$ cat config.mk
export PLATFORM = sky130hd
export DESIGN_NAME = dpram_initiator
export DESIGN_NICKNAME = d
export VERILOG_FILES = /design/src/rtl/dpram_initiator.sv
export SDC_FILE = /design/constraint.sdc
export NUM_CORES = 1
export LEC_CHECK = 0
export ABC_AREA = 1
export ABC_CLOCK_PERIOD_IN_PS = 1200
export BUFFER_PORTS_ARGS = -buffer_cell sky130_fd_sc_hd__buf_4
export CAP_MARGIN = 40
export CORE_UTILIZATION = 27
export CTS_CLUSTER_SIZE = 24
export DETAILED_ROUTE_END_ITERATION = 7
export PLACE_DENSITY = 0.49
export SLEW_MARGIN = 20
export SYNTH_ARGS = -nofsm -noshare
export SYNTH_HDL_FRONTEND = slang
export SYNTH_SLANG_ARGS = --single-unit
$ cat constraint.sdc
create_clock -name clk -period 1.2 [get_ports clk]
set_input_delay 0.06 -clock clk [delete_from_list [all_inputs] [get_ports clk]]
set_output_delay 0.06 -clock clk [all_outputs]
set_load 0.05 [all_outputs]
$ cat src/rtl/dpram_initiator.sv
// -----------------------------------------------------------------------------
// dpram_initiator
//
// Turns a valid/ready command stream into accesses on a simple dual-port RAM.
// It returns read data through a valid/ready response channel.
//
// Writes are issued combinationally in the accept cycle and can run back-to-back
// at one per clock. A read is issued combinationally in its accept cycle. The
// RAM returns data one clock later. That data is captured in READ_WAIT and held
// in RSP_HOLD until the consumer takes it. New commands are stalled until then.
//
// Ports
//   clk, rst           rising-edge clock, synchronous active-high reset
//   cmd_valid/ready    command handshake
//   cmd_we             1 = write, 0 = read
//   cmd_addr           target address
//   cmd_wdata          write data
//   rsp_valid/ready    read response handshake
//   rsp_data           read result
//   ram_write_en       RAM write enable
//   ram_write_address  RAM write address
//   ram_data_in        RAM write data
//   ram_read_en        RAM read enable
//   ram_read_address   RAM read address
//   ram_data_out       RAM read data, valid one clock after ram_read_en
//   wr_count           accepted writes, saturating at 255
//   rd_count           completed read responses, saturating at 255
// -----------------------------------------------------------------------------
module dpram_initiator #(
   parameter int ADDR_WIDTH = 2,
   parameter int DATA_WIDTH = 4
) (
   input  logic                  clk,
   input  logic                  rst,
   input  logic                  cmd_valid,
   output logic                  cmd_ready,
   input  logic                  cmd_we,
   input  logic [ADDR_WIDTH-1:0] cmd_addr,
   input  logic [DATA_WIDTH-1:0] cmd_wdata,
   output logic                  rsp_valid,
   input  logic                  rsp_ready,
   output logic [DATA_WIDTH-1:0] rsp_data,
   output logic                  ram_write_en,
   output logic [ADDR_WIDTH-1:0] ram_write_address,
   output logic [DATA_WIDTH-1:0] ram_data_in,
   output logic                  ram_read_en,
   output logic [ADDR_WIDTH-1:0] ram_read_address,
   input  logic [DATA_WIDTH-1:0] ram_data_out,
   output logic [7:0]            wr_count,
   output logic [7:0]            rd_count
);

   typedef enum logic [1:0] {
      IDLE      = 2'd0,
      READ_WAIT = 2'd1,
      RSP_HOLD  = 2'd2
   } state_t;

   state_t                state_r;
   logic                  rsp_valid_r;
   logic [DATA_WIDTH-1:0] rsp_data_r;
   logic [7:0]            wr_count_r;
   logic [7:0]            rd_count_r;

   logic                  accept_s;
   logic                  write_accept_s;
   logic                  read_accept_s;

   // Saturating increment: the counter holds at 255 and never wraps.
   function automatic logic [7:0] sat_inc(input logic [7:0] value);
      if (value == 8'd255) begin
         return 8'd255;
      end else begin
         return value + 8'd1;
      end
   endfunction

   // Command acceptance and same-cycle RAM port drive.
   // Addresses and data follow the command bus freely; only the enables are qualified.
   always_comb begin
      cmd_ready         = 1'b0;
      accept_s          = 1'b0;
      write_accept_s    = 1'b0;
      read_accept_s     = 1'b0;
      ram_write_address = cmd_addr;
      ram_data_in       = cmd_wdata;
      ram_read_address  = cmd_addr;
      if ((state_r == IDLE) && !rst) begin
         cmd_ready = 1'b1;
      end else begin
         cmd_ready = 1'b0;
      end
      accept_s       = cmd_valid && cmd_ready;
      write_accept_s = accept_s && cmd_we;
      read_accept_s  = accept_s && !cmd_we;
      ram_write_en   = write_accept_s;
      ram_read_en    = read_accept_s;
   end

   // Read FSM, response register and saturating activity counters.
   always_ff @(posedge clk) begin
      if (rst) begin
         state_r     <= IDLE;
         rsp_valid_r <= 1'b0;
         rsp_data_r  <= {DATA_WIDTH{1'b0}};
         wr_count_r  <= 8'd0;
         rd_count_r  <= 8'd0;
      end else begin
         if (write_accept_s) begin
            wr_count_r <= sat_inc(wr_count_r);
         end
         case (state_r)
            IDLE: begin
               rsp_valid_r <= 1'b0;
               if (read_accept_s) begin
                  state_r <= READ_WAIT;
               end else begin
                  state_r <= IDLE;
               end
            end
            READ_WAIT: begin
               // The RAM output reflects the address issued in the accept cycle.
               rsp_data_r  <= ram_data_out;
               rsp_valid_r <= 1'b1;
               state_r     <= RSP_HOLD;
            end
            RSP_HOLD: begin
               if (rsp_ready) begin
                  rsp_valid_r <= 1'b0;
                  rd_count_r  <= sat_inc(rd_count_r);
                  state_r     <= IDLE;
               end else begin
                  rsp_valid_r <= 1'b1;
                  state_r     <= RSP_HOLD;
               end
            end
            default: begin
               rsp_valid_r <= 1'b0;
               state_r     <= IDLE;
            end
         endcase
      end
   end

   assign rsp_valid = rsp_valid_r;
   assign rsp_data  = rsp_data_r;
   assign wr_count  = wr_count_r;
   assign rd_count  = rd_count_r;

endmodule

# ---- Yosys cells after proc, flatten, opt, wreduce, memory -nomap -nowiden
# Index checks and enable logic that the tools add are counted.
dict set report totals {
  register_bits 23
  elab_cells 27
}
dict set report classes {
  addsub 2
  n_eq_ne 4
  mux 8
  n_reduce_logical 8
}
# operator count
set ops {}
lappend ops {{8-bit by 1-bit adder with 8-bit output (second input constant)} 2}
lappend ops {{8-bit equality test (second input constant)} 2}
lappend ops {{8-bit two-way mux} 2}
lappend ops {{2-bit case mux with 3 select lines} 1}
lappend ops {{1-bit logical AND} 4}
lappend ops {{1-bit two-way mux} 3}
lappend ops {{2-bit by 1-bit equality test with 1-bit output (second input constant)} 1}
lappend ops {{2-bit equality test (second input constant)} 1}
lappend ops {{1-bit logical NOT} 2}
lappend ops {{2-bit logical NOT} 1}
lappend ops {{2-bit two-way mux} 1}
lappend ops {{1-bit case mux with 2 select lines} 1}
lappend ops {{2-bit AND reduction} 1}

# ---- Longest topological paths before layout
# Gate-level depths: netlist of run 1.
dict set report logic_depth {
  ltp_word 7
  depth_mapped 11
}

# ---- Worst setup path after synthesis of run 1
# No wires, ideal clock.
dict set report synth_path {
  path_kind {register -> register}
  from {reg wr_count_r[0] (netlist: wr_count[0])}
  to {reg wr_count_r[6] (netlist: wr_count[6])}
  arrival_ps 1521
  path_slack_ps -439
  stages_incl_launch_ff 8
  n_path_buf 0
  path_cell_list {dfxtp_1 ha_1 nand2_2 nor2_4 nand2_2 nor2_4 and3_2 nor2_1}
}
dict set report synth_via {
  elab_chain_cells 2
}
# item line_no
set synth_rtl {}
lappend synth_rtl {{start: declaration} 62} ;# logic [7:0] wr_count_r;
lappend synth_rtl {{start signal: assignment} 110} ;# wr_count_r <= sat_inc(wr_count_r);
lappend synth_rtl {{8-bit by 1-bit adder with 8-bit output / 8-bit equality test (equally long branches)} {74, 71}}
lappend synth_rtl {{8-bit two-way mux (*)} 71} ;# if (value == 8'd255) begin
# Mark *: on every way between the ends. The rest lies on a longest branch, timed or not.
# A chain may end at the register's enable or synchronous reset.

# ---- Worst setup path after layout of run 1
dict set report layout_path {
  from {reg state_r[0]}
  to {reg rd_count_r[5] (netlist: rd_count[5])}
}
dict set report layout_via {
  elab_chain_cells 2
}
# item line_no
set layout_rtl {}
lappend layout_rtl {{start: declaration} 59} ;# state_t state_r;
lappend layout_rtl {{start signal: assignment} 103} ;# state_r <= IDLE;
lappend layout_rtl {{start signal: assignment} 116} ;# state_r <= READ_WAIT;
lappend layout_rtl {{start signal: assignment} 118} ;# state_r <= IDLE;
lappend layout_rtl {{2-bit equality test} 112} ;# case (state_r)
lappend layout_rtl {{2-bit AND reduction (no source line)} --}
lappend layout_rtl {{end signal: assignment} 130} ;# rd_count_r <= sat_inc(rd_count_r);
lappend layout_rtl {{end: declaration} 63} ;# logic [7:0] rd_count_r;
# No other way between the ends.

==> results by group, run 1 <==
Run status
  – Status: complete, but fails checks
  – Failing checks: negative setup slack

Logic synthesis
  – Post-synth cell types: 22
  – Post-synthesis sequential element count: 23
  – Synth Net Count: 195
  – Synth area leaders: dfxtp_1, nand2_1, inv_1
  – Post-synth EDFFs: 0
  – Register area share after synthesis: 36.5%
  – Most common cell in the netlist: nand2_1
  – Post-synth top area share: 36.5%
  – Mapped Cells: 175
  – Most frequent cells after synthesis: nand2_1, dfxtp_1, inv_1, nor2_1, nand3_1
  – Synth Cell Area: 1260 um^2
  – Yosys warnings: 0
  – Post-synth top area cell: dfxtp_1
  – Post-synth ARST share: 0%
  – Primary FF master, synth: dfxtp_1
  – Mean Syn Cell Area: 7.20 um^2

Clock tree
  – CTS tree: built
  – Clock Sinks: 23
  – H-tree Lvls: 1
  – Num CTS Buffers: 3
  – CTS Buffer Depth: 2
  – Clk root buf: clkbuf_8
  – Clock Latency Late Sink: 0.26 ns
  – Clk slew on worst S/H paths: 0.09 ns

Timing
  – Finish-stage setup viols: 18
  – RSZ-0062 raised after global routing: yes
  – PnR worst setup slack: -0.120 ns
  – Final period util: 110%
  – Worst-margin pin slew: 0.353 ns
  – Fin. Hold Viols: 0
  – Worst clock skew: 0.00328 ns
  – Minimum clock period: 1.32 ns
  – Highest Clock Rate: 758 MHz
  – Rel. slew slack: 76.4%
  – Slew Limit Fails: 0

Placement
  – Port bufs: 32
  – Hpwl dp: 2140 um
  – RePlAce Congestion: 0.740
  – Placed cell count: 258
  – DP Worst Slack: -0.0420 ns

Setup path
  – Cells along the critical path: inv_4 > buf_6 > ha_4 > nand2_4 > inv_4 > nand2_4 > nor2_4 > nand2_1 > nand2_1 > nand3_1 > nand2_1 > inv_1
  – Reg2reg start: state_r[0]
  – Critical Path Most Common Cell: nand2_1
  – Worst Setup End Kind: flip-flop
  – Crit path kind: reg -> reg
  – Cell at the slowest stage of the critical path: dfxtp_2
  – Top delay family on crit path: simple AND/OR/NAND/NOR gates
  – Worst EP required: 1.37 ns
  – Crit path depth: 12
  – CP Launch Type: flip-flop
  – R2r endpoint: rd_count[5]
  – Reg2Reg Depth: 12
  – Max incr delay on CP: 0.34 ns
  – Worst-path fanout max: 5
  – Critical path arrival: 1.49 ns
  – Buf+Inv Stages, Crit Path: 4
  – Setup slack on the worst flop-to-flop path: -0.12 ns

Flow run
  – Max-cap violations: 0

Floorplanning
  – Die height: 70.3 um
  – Row cnt: 24
  – Die area: 4940 um^2
  – Die width: 70.3 um
  – Core box area: 4410 um^2
  – Boundary Pins: 47
  – Initial cell density of the core: 28.5%

Global route
  – GRT Total Usage: 12.8%
  – Number of global-route vias before repair: 1182
  – Grt ovf: 0
  – Pin count of the biggest net entering global routing: 14
  – Antenna violations before repair: 0
  – First-pass GRT wire length: 5110 um

Finish
  – ANT cells: 0
  – Final Non-Filler Cells: 273
  – Layout cell share with drive strength beyond 1: 53.8%
  – Layout Nets: 242
  – Area grow syn2layout: 58.0%

Drt
  – Routed Antenna Nets: 0
  – DR iter-0 viols: 32
  – Vias/cell: 4.54
  – Wire length per cell: 11.3 um
  – DR DRC count: 0
  – Routed WL: 3090 um
  – Total number of vias: 1240
  – First drt pass iteration count: 4

Pwr
  – Total power: 1.53 mW
  – LEAKAGE: 0.945 nW
  – Pwr/cell area: 768 nW/um^2
  – Max VDD drop: 352 uV

Min path
  – Worst min path class: in -> reg
  – WHS Path Cells: 3
  – Worst hold path endpoint: rsp_data[2]
  – Critical hold path startpoint: ram_data_out[2]
-- cell families (layout without fill, tap and decap cells) --
family                   count (synthesis)  after routing  synth area share, %
adder cells (fa/ha/maj)                  5              5                 4.97
AO/OA/AOI/OAI                           23             23                 9.63
flip-flops                              23             23                 36.5
AND/OR/NAND/NOR                         86             86                 32.6
XOR/XNOR                                 5              5                 3.48
buffers and inverters                   33             79                 12.8
-- registers in the layout, indices dropped and copies added, names as in the netlist --
signal and count:
rsp_data 4, rsp_valid 1, state_r 2, wr_count 8, rd_count 8
-- worst register-to-register path, stage by stage (launching register included) --
cell,delay (ns)
dfxtp_2,0.34
inv_4,0.07
buf_6,0.09
ha_4,0.13
nand2_4,0.07
inv_4,0.07
nand2_4,0.05
nor2_4,0.13
nand2_1,0.07
nand2_1,0.05
nand3_1,0.06
nand2_1,0.07
inv_1,0.03
-- routing by layer --
metal  vias to the layer above  global-route usage, %  share of wire (%)
li1                        633                      -                  -
met3                         2                   2.74                4.1
met1                       579                   15.1                 42
met4                         0                   4.00               0.74
met5                         -                      0                  0
met2                        26                   22.9                 53
-- report_power, final --
part	internal, mW	switching, mW
logic	0.109	0.147
registers	0.769	0.00953
clock network	0.237	0.256
total	1.12	0.412
-- metrics by stage --
stage	setup TNS, ns	hold WS [ns]	util (%)	area (um^2)
after global placement	-0.108	0.121	38.0	1680
after CTS	-1.11	0.00973	41.8	1850
after detailed placement	-0.155	0.121	38.0	1680
after floorplan	-0.165	0.120	-	1380
after global routing	-2.34	0.0234	45.1	1990
final	-0.970	0.00911	45.1	1990
-- final cells by class --
type / instances / area (um^2)
timing repair buffer: 52 / 442
tap: 52 / 65.1
inverter: 23 / 101
clock buffer: 4 / 45.0
fill: 441 / 2420
sequential: 23 / 493
multi-input combinational: 119 / 845
-- worst max-delay path by stage --
stage / startpoint / endpoint
after floorplan: wr_count[1] / wr_count[6]
after global placement: state_r[1] / wr_count[5]
after detailed placement: state_r[0] / rd_count[5]
after CTS: state_r[0] / ram_read_en
after global routing: state_r[0] / rd_count[5]
final: state_r[0] / rd_count[5]
-- cells in the final DEF, fill, tap and decap left out, drive strengths merged --
cell type,count
a21oi,11
a31oi,3
and3,1
buf,51
clkbuf,4
dfxtp,23
dlygate4sd3,1
ha,5
inv,23
nand2,46
nand3,12
nand3b,1
nand4,2
nor2,24
o21ai,8
o21bai,1
xnor2,1
xor2,4
-- timing repair --
item                                    in CTS  in global routing
hold endpoints to repair                     1                  0
hold buffers                                 1                  0
pin swaps                                   12                 18
setup buffers                                8                  2
endpoints found under the setup margin      12                 23
resized for setup                           15                 33
Power figures use the tool's default switching activity.
==> run 2, diff against run 1 <==
--- a/config.mk
+++ b/config.mk
@@ -9,6 +9,7 @@
 export ABC_CLOCK_PERIOD_IN_PS = 1200
 export BUFFER_PORTS_ARGS = -buffer_cell sky130_fd_sc_hd__buf_4
 export CAP_MARGIN = 40
+export CORE_ASPECT_RATIO = 1.75
 export CORE_UTILIZATION = 27
 export CTS_CLUSTER_SIZE = 24
 export DETAILED_ROUTE_END_ITERATION = 7
==> run 2 against run 1 <==
The run still ends with negative setup slack left. Clock power about the same. Via count up 0.40%. Register-to-register slack worse by 0.02 ns. Count of clock-buffer cells in the layout down 1. Wire length up 1.3%. Clock skew down 0.0022 ns. Largest cell class unchanged.
==> results by group, run 2 (synthesis gave the netlist of run 1 again) <==
Placement
  – Hpwl dp: 2280 um
  – DP Worst Slack: -0.0609 ns
  – Port bufs: 32
  – Placed cell count: 259
  – RePlAce Congestion: 0.725

Setup path
  – Worst setup path start: state_r[1]
  – Reg2reg start: state_r[1]
  – Reg2Reg Depth: 7
  – Worst Setup End Kind: flip-flop
  – Worst-path fanout max: 4
  – Worst EP required: 1.37 ns
  – Crit path kind: reg -> reg
  – CP Launch Type: flip-flop
  – Critical path arrival: 1.51 ns

Drt
  – Routed Antenna Nets: 0
  – DR iter-0 viols: 2
  – Wire length per cell: 11.4 um
  – Routed WL: 3130 um
  – DR DRC count: 0
  – Vias/cell: 4.51
  – Total number of vias: 1245
  – First drt pass iteration count: 4

Min path
  – WHS Path Cells: 3
  – Worst min path class: in -> reg
  – Critical hold path startpoint: ram_data_out[3]

Global route
  – GRT Total Usage: 14.0%
  – First-pass GRT wire length: 5130 um
  – GR Util met1: 16.2%
  – GR Util met3: 1.48%
  – Antenna violations before repair: 0
  – Busiest grt layer: met2
  – Pin count of the biggest net entering global routing: 14
  – Grt ovf: 0
  – Number of global-route vias before repair: 1189
  – GR Util met2: 24.2%

Finish
  – Fillers: 456
  – Layout cell share with drive strength beyond 1: 53.3%
  – ANT cells: 0
  – Most frequent cells in the layout: buf_4, nand2_1, inv_1, nor2_1, dfxtp_2
  – Final Non-Filler Cells: 276
  – Multi-input gate area: 811 um^2
  – Layout Nets: 246
  – Commonest non-fill, non-tap cell in the layout: buf_4
  – Area grow syn2layout: 56.6%
  – Register area: 493 um^2

Floorplanning
  – Row cnt: 32
  – Die height: 92.4 um
  – Core box area: 4440 um^2
  – Initial cell density of the core: 28.4%
  – Die width: 53.6 um
  – Boundary Pins: 47
  – Die area: 4950 um^2

Flow run
  – Max-cap violations: 0

Timing
  – Rel. slew slack: 81.7%
  – Highest Clock Rate: 746 MHz
  – Final period util: 112%
  – Slew Limit Fails: 0
  – Finish-stage setup viols: 19
  – RSZ-0062 raised after global routing: yes
  – Worst-margin pin slew: 0.273 ns
  – Minimum clock period: 1.34 ns
  – PnR worst setup slack: -0.141 ns
  – Worst clock skew: 0.00105 ns
  – Fin. Hold Viols: 0

Run status
  – Failing checks: negative setup slack
  – Status: complete, but fails checks

Pwr
  – LEAKAGE: 0.929 nW
  – Max VDD drop: 566 uV
  – Pwr/cell area: 775 nW/um^2

Clock tree
  – CTS Buffer Depth: 2
  – Num CTS Buffers: 3
  – CTS tree: built
  – H-tree Lvls: 1
  – Clk root buf: clkbuf_8
  – Clk slew on worst S/H paths: 0.08 ns
  – Clock Latency Late Sink: 0.27 ns
  – Clock Sinks: 23
## run 2: changes by cell type in the layout (fill, tap and decap cells not counted), moves of 2 or more
cell / delta
a21oi_1: -2
a21oi_2: +2
buf_4: +6
nand2_1: +2
nand2_4: -3
nand3_1: +2
nand3_2: -2
## run 2: layout make-up
| class | count | share of cell area, % |
|---|---|---|
| clock inverters | 1 | 0.254 |
| multi-input cells | 119 | 41.1 |
| repair buffers | 56 | 23.3 |
| inverters | 23 | 5.01 |
| clock buffers | 3 | 2.09 |
| flip-flops and latches | 23 | 25.0 |
| well taps | 51 | 3.23 |
## run 2: power by group
group          switching (mW)  internal [mW]  total, mW
Clock                   0.262          0.232      0.495
Combinational           0.146          0.109      0.256
Sequential            0.00982          0.769      0.779
## run 2: per-stage QoR
stage               hold slack, ns  utilization (%)  cell area (um^2)  power (mW)  setup TNS [ns]
floorplan                    0.120                -              1380       0.995          -0.165
global placement             0.120             38.1              1690        1.01         -0.0613
detailed placement           0.120             38.1              1690        1.01          -0.191
CTS                        0.00923             42.6              1890        1.55           -1.60
global route                0.0101             44.4              1970        1.60           -3.59
finish                      0.0110             44.4              1970        1.53           -1.73
## run 2: worst paths after layout
kind / endpoint / slack (ns)
worst max-delay path: wr_count[6] / -0.14
worst min-delay path: rsp_data[3] / 0.01
worst max register to register: wr_count[6] / -0.14
worst min register to register: wr_count[3] / 0.49
## run 2: layer usage
metal	routed length, um	up-vias
met3	101	5
met2	1630	27
met5	0	-
li1	-	645
met1	1330	568
met4	67	0
## run 2: critical path, cell delays in order, from the launching register on
cell     delay [ns]
dfxtp_2        0.33
inv_2          0.07
ha_4           0.16
nand4_4        0.16
buf_6          0.17
nor2_4         0.13
and3_2         0.18
nor2_1         0.03
## run 2: repair_timing
| item | 4_1_cts | 5_1_grt |
|---|---|---|
| hold buffers | 1 | 0 |
| buffers inserted | 9 | 3 |
| pin swaps | 10 | 12 |
| endpoints found under the setup margin | 12 | 24 |
| hold endpoints to repair | 1 | 0 |
| cloned | 0 | 0 |
| resized for setup | 20 | 15 |
